[config.mk]
export PLATFORM = sky130hd
export DESIGN_NAME = line_clear_engine
export DESIGN_NICKNAME = d
export VERILOG_FILES = /design/src/rtl/line_clear_engine.sv
export SDC_FILE = /design/constraint.sdc
export NUM_CORES = 1
export LEC_CHECK = 0
export CORE_ASPECT_RATIO = 0.6
export CORE_MARGIN = 3
export CORE_UTILIZATION = 30
export CTS_CLUSTER_DIAMETER = 100
export DETAILED_ROUTE_END_ITERATION = 10
export PLACE_DENSITY = 0.6
export SLEW_MARGIN = 15
export SYNTH_ARGS = -nofsm -noshare
export SYNTH_HDL_FRONTEND = slang
export SYNTH_SLANG_ARGS = --single-unit
[constraint.sdc]
create_clock -name clk -period 2.8 [get_ports clk]
set_clock_uncertainty 0.05 [all_clocks]
set_input_delay 0.56 -clock clk [delete_from_list [all_inputs] [get_ports clk]]
set_output_delay 0.56 -clock clk [all_outputs]
set_load 0.03 [all_outputs]
[src/rtl/line_clear_engine.sv]
// Line-clear engine: scans a captured board from the bottom row up, removes every
// full row by shifting the rows above it down one, then publishes the compacted board.
module line_clear_engine #(
    parameter int ROWS = 20,
    parameter int COLS = 10
) (
    input  logic                       clk,
    input  logic                       reset,
    input  logic                       start,
    input  logic [ROWS-1:0][COLS-1:0]  screen_in,
    output logic [ROWS-1:0][COLS-1:0]  screen_out,
    output logic                       clearing_line,
    output logic                       done,
    output logic [2:0]                 lines_cleared,
    output logic [15:0]                total_lines,
    output logic                       game_over,
    output logic [1:0]                 fsm_state
);

    // Handshake: start is accepted only while idle (clearing_line=0); it is a one-cycle
    // pulse with no queueing. done pulses for one cycle when screen_out/lines_cleared are valid.
    typedef enum logic [1:0] {IDLE, SCAN, SHIFT, DONE} state_t;

    localparam int RW = (ROWS > 1) ? $clog2(ROWS) : 1;
    localparam int CW = $clog2(ROWS + 1);

    state_t                      state;
    logic [RW-1:0]               row;
    logic [CW-1:0]               cnt;
    logic [ROWS-1:0][COLS-1:0]   buffer;
    logic                        row_full;
    logic [16:0]                 total_sum;
    logic [2:0]                  cnt_sat;

    assign row_full  = &buffer[row];
    assign total_sum = {1'b0, total_lines} + 17'(cnt);
    assign cnt_sat   = (32'(cnt) > 7) ? 3'd7 : 3'(cnt);
    assign fsm_state = state;

    always_ff @(posedge clk) begin
        if (reset) begin
            state         <= IDLE;
            row           <= RW'(ROWS - 1);
            cnt           <= '0;
            buffer        <= '0;
            screen_out    <= '0;
            lines_cleared <= '0;
            total_lines   <= '0;
            game_over     <= 1'b0;
            clearing_line <= 1'b0;
            done          <= 1'b0;
        end else begin
            case (state)
                IDLE: begin
                    if (start) begin
                        buffer        <= screen_in;
                        row           <= RW'(ROWS - 1);
                        cnt           <= '0;
                        clearing_line <= 1'b1;
                        state         <= SCAN;
                    end
                end
                SCAN: begin
                    if (row_full) begin
                        state <= SHIFT;
                    end else if (row == '0) begin
                        screen_out    <= buffer;
                        lines_cleared <= cnt_sat;
                        total_lines   <= total_sum[16] ? 16'hFFFF : total_sum[15:0];
                        if (|buffer[0]) game_over <= 1'b1;
                        done          <= 1'b1;
                        state         <= DONE;
                    end else begin
                        row <= row - 1'b1;
                    end
                end
                SHIFT: begin
                    // Rows at or above the cleared row drop by one; rows below stay put.
                    for (int r = 1; r < ROWS; r++) begin
                        if (r <= int'(row)) buffer[r] <= buffer[r-1];
                    end
                    buffer[0] <= '0;
                    cnt       <= cnt + 1'b1;
                    state     <= SCAN;
                end
                DONE: begin
                    done          <= 1'b0;
                    clearing_line <= 1'b0;
                    state         <= IDLE;
                end
                default: state <= IDLE;
            endcase
        end
    end

endmodule

==> flow_summary.json, run 1 <==
{
  "p_leak_nw": 11.7,
  "die_area_sq_um": 67700,
  "finalCritPeriodShare_pct": 104,
  "drc": 0,
  "fin_crit_ns": 2.92,
  "cts_tree": "done",
  "io_buffers": 426,
  "ys_ff_latch": 434,
  "fmax_mhz": 342,
  "syn_inst": 2226,
  "core_area_sq_um": 63300,
  "nets": 2931,
  "drv_cap": 0,
  "yosysTopAreaCellShare_pct": 44.9,
  "drt_iter0_markers": 1509,
  "path_class": "reg -> reg",
  "ys_top_cells_by_count": "dfxtp_1 (434), nor2_1 (419), nand2_1 (406), mux2i_1 (304), a311oi_1 (195)",
  "whs_ns": 0.364,
  "drive_above_1_share_pct": 14.5,
  "finish.instance_area_sq_um": 28500,
  "clock_sinks": 434,
  "mappedNetlistArea_sq_um": 19400,
  "start_kind": "register",
  "antenna_found_initial": 3,
  "slew_headroom_pct": 44.6,
  "rsz0062_at_grt": "yes",
  "ant_nets": 0,
  "hold_class": "in -> reg",
  "synth_warnings": 0,
  "grt_pass1_wl_um": 116000,
  "std_cell_rows": 71,
  "syn-num-nets": 2441,
  "ys_top_cells_by_area": "dfxtp_1 (45%), mux2i_1 (16%), a311oi_1 (8.8%)",
  "layout_setup_ws_ns": -0.121,
  "cts_max_path_buffers": 3,
  "synthToLayoutAreaGrowth_pct": 47.3,
  "yosys.area.top_type": "dfxtp_1",
  "post-route-util_pct": 45.1,
  "vias": 18767,
  "clockRootBuffer": "clkbuf_16",
  "grt_pass1_vias": 18468,
  "synth.most_common_cell": "dfxtp_1",
  "async_reset_ff_share_pct": 0,
  "dp_hpwl_um": 55500,
  "report.final.setup_viol": 161,
  "worstMarginPinSlew_ns": 0.828,
  "crit_path_end_kind": "register",
  "ys_seq_area_share_pct": 44.9,
  "first_pass_iters": 7,
  "viasPerCell": 5.24,
  "grt_max_degree": 155,
  "dieHeight_um": 203,
  "h-tree-depth": 2,
  "place_area_sq_um": 25200,
  "cts_hold_buf": 0,
  "hold_viol_final": 0,
  "grt_overflow": 0,
  "gr-usage-all-layers_pct": 22.1,
  "antenna_cells": 0,
  "gp_congestion": 0.860,
  "start_util_pct": 30.6,
  "avgSynthCellArea_sq_um": 8.69,
  "routedWlPerCell_um": 22.1,
  "yosys_most_used_dff": "dfxtp_1",
  "io-pin-count": 427,
  "status": "complete, but fails checks",
  "synth_edf_count": 0,
  "die_x_um": 334,
  "ir_worst_vdd_mv": 0.334,
  "yosysUniqueCellTypes": 51,
  "clkLatencyLatePin_ns": 0.60,
  "violations": "setup timing",
  "critPathArrivalTime_ns": 3.32,
  "final_max_slew_viol_count": 0,
  "cts_buffers": 44,
  "critPathRequiredTime_ns": 3.20,
  "p_per_area_nw_per_um2": 514,
  "clk_pin_slew_ns": 0.07,
  "drt-total-wl_um": 79200,
  "crit_path_max_fanout": 8
}
==> metrics by stage <==
stage | cells | setup slack (ns) | TNS [ns] | total power, W
detailed placement | 3459 | -0.410 | -68.01 | 0.00861
global route | 3583 | -0.248 | -28.85 | 0.0151
global placement | 3459 | -0.340 | -57.87 | 0.00858
floorplan | 2226 | 0.0513 | 0 | 0.00761
CTS | 3574 | -0.0791 | -5.49 | 0.0147
finish | 3583 | -0.121 | -9.95 | 0.0147
==> logic make-up after synthesis <==
family                   after synthesis  share of synthesized area, %
AND/OR/NAND/NOR                      910                          18.6
flip-flops                           434                          44.9
AO/OA/AOI/OAI                        356                          14.2
multiplexers                         305                          15.8
buffers and inverters                206                          5.62
adder cells (fa/ha/maj)               12                         0.815
XOR/XNOR                               3                         0.136
==> sequential cells by signal, indices dropped and copies added (netlist names) <==
| name | flops |
|---|---|
| fsm_state | 2 |
| row | 5 |
| screen_out | 200 |
| cnt | 5 |
| buffer | 200 |
| lines_cleared | 3 |
| game_over | 1 |
| done | 1 |
| clearing_line | 1 |
| total_lines | 16 |
==> cell type report <==
class / count / area (sq um)
clock buffers: 59 / 1240
flip-flops and latches: 434 / 8690
repair buffers: 640 / 6980
well taps: 839 / 1050
inverters: 10 / 37.5
clock inverters: 15 / 156
multi-input cells: 1586 / 10400
fillers: 5957 / 34700
==> layout by cell type, fill, tap and decap left out, types with 14 or more instances in the layout <==
cell             netlist  routed
mux2i_4                0      28
dfxtp_1              434     433
a311oi_1             195     194
buf_4                 14     121
buf_16                 0      15
o21ai_1               13      20
clkdlybuf4s50_1        0     425
nor2_1               419     418
nand2_1              406     401
buf_6                  9      19
mux2i_2                0      26
nand3_1               23      18
o22ai_2                0      14
a21oi_1               26      19
mux2i_1              304     250
o22ai_1               50      35
clkbuf_16              0      52
buf_12                11      41
==> timing repair <==
| action | 4_1_cts | 5_1_grt |
|---|---|---|
| setup endpoints to repair | 227 | 227 |
| gates cloned | 13 | 8 |
| resized for setup | 151 | 65 |
| buffers inserted | 36 | 8 |
| endpoints found under the hold margin | 0 | 0 |
| pin swaps | 25 | 27 |
==> worst paths after layout <==
path | to | from | cells past startpoint | slack (ns)
max | screen_out[32]$_SDFFE_PP0P_ | row[0]$_SDFFE_PP1P_ | 16 | -0.12
min | screen_out[196]$_SDFFE_PP0P_ | reset | 2 | 0.36
max reg2reg | screen_out[32]$_SDFFE_PP0P_ | row[0]$_SDFFE_PP1P_ | 16 | -0.12
min reg2reg | game_over$_SDFFE_PP0P_ | game_over$_SDFFE_PP0P_ | 2 | 0.43
==> worst max-delay path: stages (launching register included) <==
cell	delay (ns)
dfxtp_4	0.43
buf_8	0.21
buf_12	0.17
buf_4	0.13
mux2i_4	0.24
o22ai_2	0.10
o21ai_1	0.19
nand3_2	0.10
nand2_2	0.09
nor3_4	0.06
buf_6	0.12
a21oi_4	0.17
buf_12	0.15
buf_12	0.15
buf_8	0.13
mux2i_2	0.21
nor2_1	0.05
==> power by group <==
| part | switching (W) | leakage, nW | internal, W |
|---|---|---|---|
| registers | 0.000367 | 3.54 | 0.00643 |
| logic | 0.000970 | 7.50 | 0.000963 |
| clock network | 0.00263 | 0.685 | 0.00329 |
| total | 0.00396 | 11.7 | 0.0107 |
==> per-layer routing <==
metal | GRT usage (%) | wire length (um) | vias up
met3 | 4.23 | 5540 | 87
met4 | 4.51 | 1160 | 4
met1 | 31.2 | 36800 | 9154
met2 | 35.3 | 35700 | 702
met5 | 0 | 24 | -
li1 | - | - | 8820
Power figures use the tool's default switching activity.
==> run 2: changes to the inputs <==
--- a/config.mk
+++ b/config.mk
@@ -10,6 +10,7 @@
 export CORE_UTILIZATION = 30
 export CTS_CLUSTER_DIAMETER = 100
 export DETAILED_ROUTE_END_ITERATION = 10
+export MAX_ROUTING_LAYER = met4
 export PLACE_DENSITY = 0.6
 export SLEW_MARGIN = 15
 export SYNTH_ARGS = -nofsm -noshare
==> run 2 against run 1 <==
Net effect:
- the run still ends with setup timing left
- largest power group unchanged
- sequential share of layout area fell by 0.15 points
- first-iteration DRC count rose by 6.5%
- total power rose by 0.64%
- non-clock buffer count rose by 17
- routed wire length rose by 1.8%
==> flow_summary.json, run 2 (same netlist as run 1, synthesis figures left out) <==
{
  "violations": "setup timing",
  "ff2ff_path_depth": 13,
  "grt_max_degree": 169,
  "p_leak_nw": 12.0,
  "dp_hpwl_um": 55700,
  "drc": 0,
  "cts_hold_buf": 0,
  "io-pin-count": 427,
  "start_kind": "register",
  "slew_headroom_pct": 44.8,
  "clockRootBuffer": "clkbuf_16",
  "crit_path_end_kind": "register",
  "first_pass_iters": 6,
  "cts_tree": "done",
  "gr-usage-all-layers_pct": 23.2,
  "routedWlPerCell_um": 22.3,
  "cpMostUsedCell": "buf_12",
  "die_area_sq_um": 67700,
  "largestRegisters": "buffer (200), screen_out (200), total_lines (16)",
  "final-seq-area_sq_um": 8690,
  "nets": 2948,
  "clkLatencyLatePin_ns": 0.60,
  "layout_setup_ws_ns": -0.0998,
  "crit_cells": 13,
  "clock_sinks": 434,
  "dp_slack_ns": -0.486,
  "whs_path_depth": 2,
  "cp_top_family": "buffers and inverters",
  "clk_pin_slew_ns": 0.07,
  "cts_max_path_buffers": 3,
  "die_x_um": 334,
  "critPathArrivalTime_ns": 3.30,
  "cp_num_buf_inv": 6,
  "ant_nets": 0,
  "critPathRequiredTime_ns": 3.20,
  "fmax_mhz": 345,
  "std_cell_rows": 71,
  "finalCritPeriodShare_pct": 104,
  "drv_cap": 0,
  "grt_overflow": 0,
  "ir_worst_vdd_mv": 0.311,
  "power_w": 0.0147,
  "gp_congestion": 0.875,
  "hold_viol_final": 0,
  "cp_slowest_cell": "dfxtp_4",
  "viasPerCell": 5.25,
  "core_area_sq_um": 63300,
  "p_per_area_nw_per_um2": 515,
  "grt_pass1_vias": 18849,
  "status": "complete, but fails checks",
  "io_buffers": 426,
  "multi_input_comb_area_sq_um": 10300,
  "report.final.setup_viol": 144,
  "drive_above_1_share_pct": 15.6,
  "drt-total-wl_um": 80600,
  "worstMarginPinSlew_ns": 0.824,
  "crit_path_max_fanout": 7,
  "drt_iter0_markers": 1607,
  "hold_class": "in -> reg",
  "cts_buffers": 44,
  "mostFrequentLayoutCell": "dfxtp_1",
  "antenna_found_initial": 3,
  "fillers": 6041,
  "dieHeight_um": 203,
  "fin_crit_ns": 2.90,
  "final_max_slew_viol_count": 0,
  "h-tree-depth": 2,
  "vias": 18952,
  "rsz0062_at_grt": "yes",
  "start_util_pct": 30.6,
  "path_class": "reg -> reg",
  "path_cells": "buf_12 > clkbuf_16 > mux2i_1 > o22ai_1 > o21ai_2 > a311oi_4 > buf_12 > a21oi_4 > buf_12 > buf_16 > buf_8 > mux2i_2 > nor2_1",
  "critPathMaxStageDelay_ns": 0.44,
  "layout_common_cells": "dfxtp_1 (432), clkdlybuf4s50_1 (425), nor2_1 (412), nand2_1 (400), mux2i_1 (266)",
  "grt_pass1_wl_um": 118000,
  "synthToLayoutAreaGrowth_pct": 48.0
}
[run 2: changes by cell type in the layout (fill, tap and decap cells not counted), sizes merged]
cell,change
buf,+16
bufinv,-1
clkinv,+7
diode,+3
inv,+2
[run 2: path summary, 6_finish.rpt]
check                             start                           end  slack, ns
max                 row[0]$_SDFFE_PP1P_   screen_out[43]$_SDFFE_PP0P_       -0.1
min                               reset  screen_out[196]$_SDFFE_PP0P_       0.32
max reg2reg         row[0]$_SDFFE_PP1P_   screen_out[43]$_SDFFE_PP0P_       -0.1
min reg2reg  clearing_line$_SDFFE_PP0P_    clearing_line$_SDFFE_PP0P_       0.44
[run 2: power breakdown]
part	leakage, nW	switching (W)	internal (W)
Sequential	3.54	0.000345	0.00643
Clock	0.720	0.00273	0.00331
Combinational	7.69	0.000976	0.000957
[run 2: worst register-to-register path: cells and delay by family (launching register included)]
family | cells | cell delay [ns]
AOI/OAI and AO/OA | 4 | 0.67
buffers and inverters | 6 | 1.03
DFF | 1 | 0.44
muxes | 2 | 0.52
and+or+nand+nor | 1 | 0.06
[run 2: area by class of cell]
class                      instances  share of cell area, %
multi-input combinational       1586                   35.8
inverter                          10                  0.131
timing repair buffer             657                   25.0
clock inverter                    23                  0.611
antenna                            3                 0.0262
clock buffer                      58                   4.42
sequential                       434                   30.3
tap                              839                   3.66
[run 2: timing repair]
item,4_1_cts,5_1_grt
gates cloned,16,9
gates resized for setup,122,82
endpoints found under the setup margin,233,231
buffers inserted,24,8
pin swaps,27,37
[run 2: stage by stage]
stage               instances  hold slack, ns  util, %  area (sq um)  TNS (ns)
finish                   3610           0.319     45.3         28700     -4.79
global route             3610           0.314     45.3         28700    -23.62
CTS                      3595           0.285     44.4         28100     -1.87
detailed placement       3477           0.425     40.2         25400    -86.39
global placement         3477           0.422     40.2         25400    -67.77
floorplan                2226           0.430        -         19400         0
[run 2: routing by layer]
metal | up-vias | wire length, um | track usage [%] | share of wire, %
li1 | 8861 | - | - | -
met1 | 9240 | 37800 | 32.1 | 47
met2 | 755 | 35800 | 35.6 | 44
met3 | 96 | 5750 | 4.15 | 7.1
met4 | 0 | 1300 | 4.65 | 1.6
met5 | - | 0 | - | 0
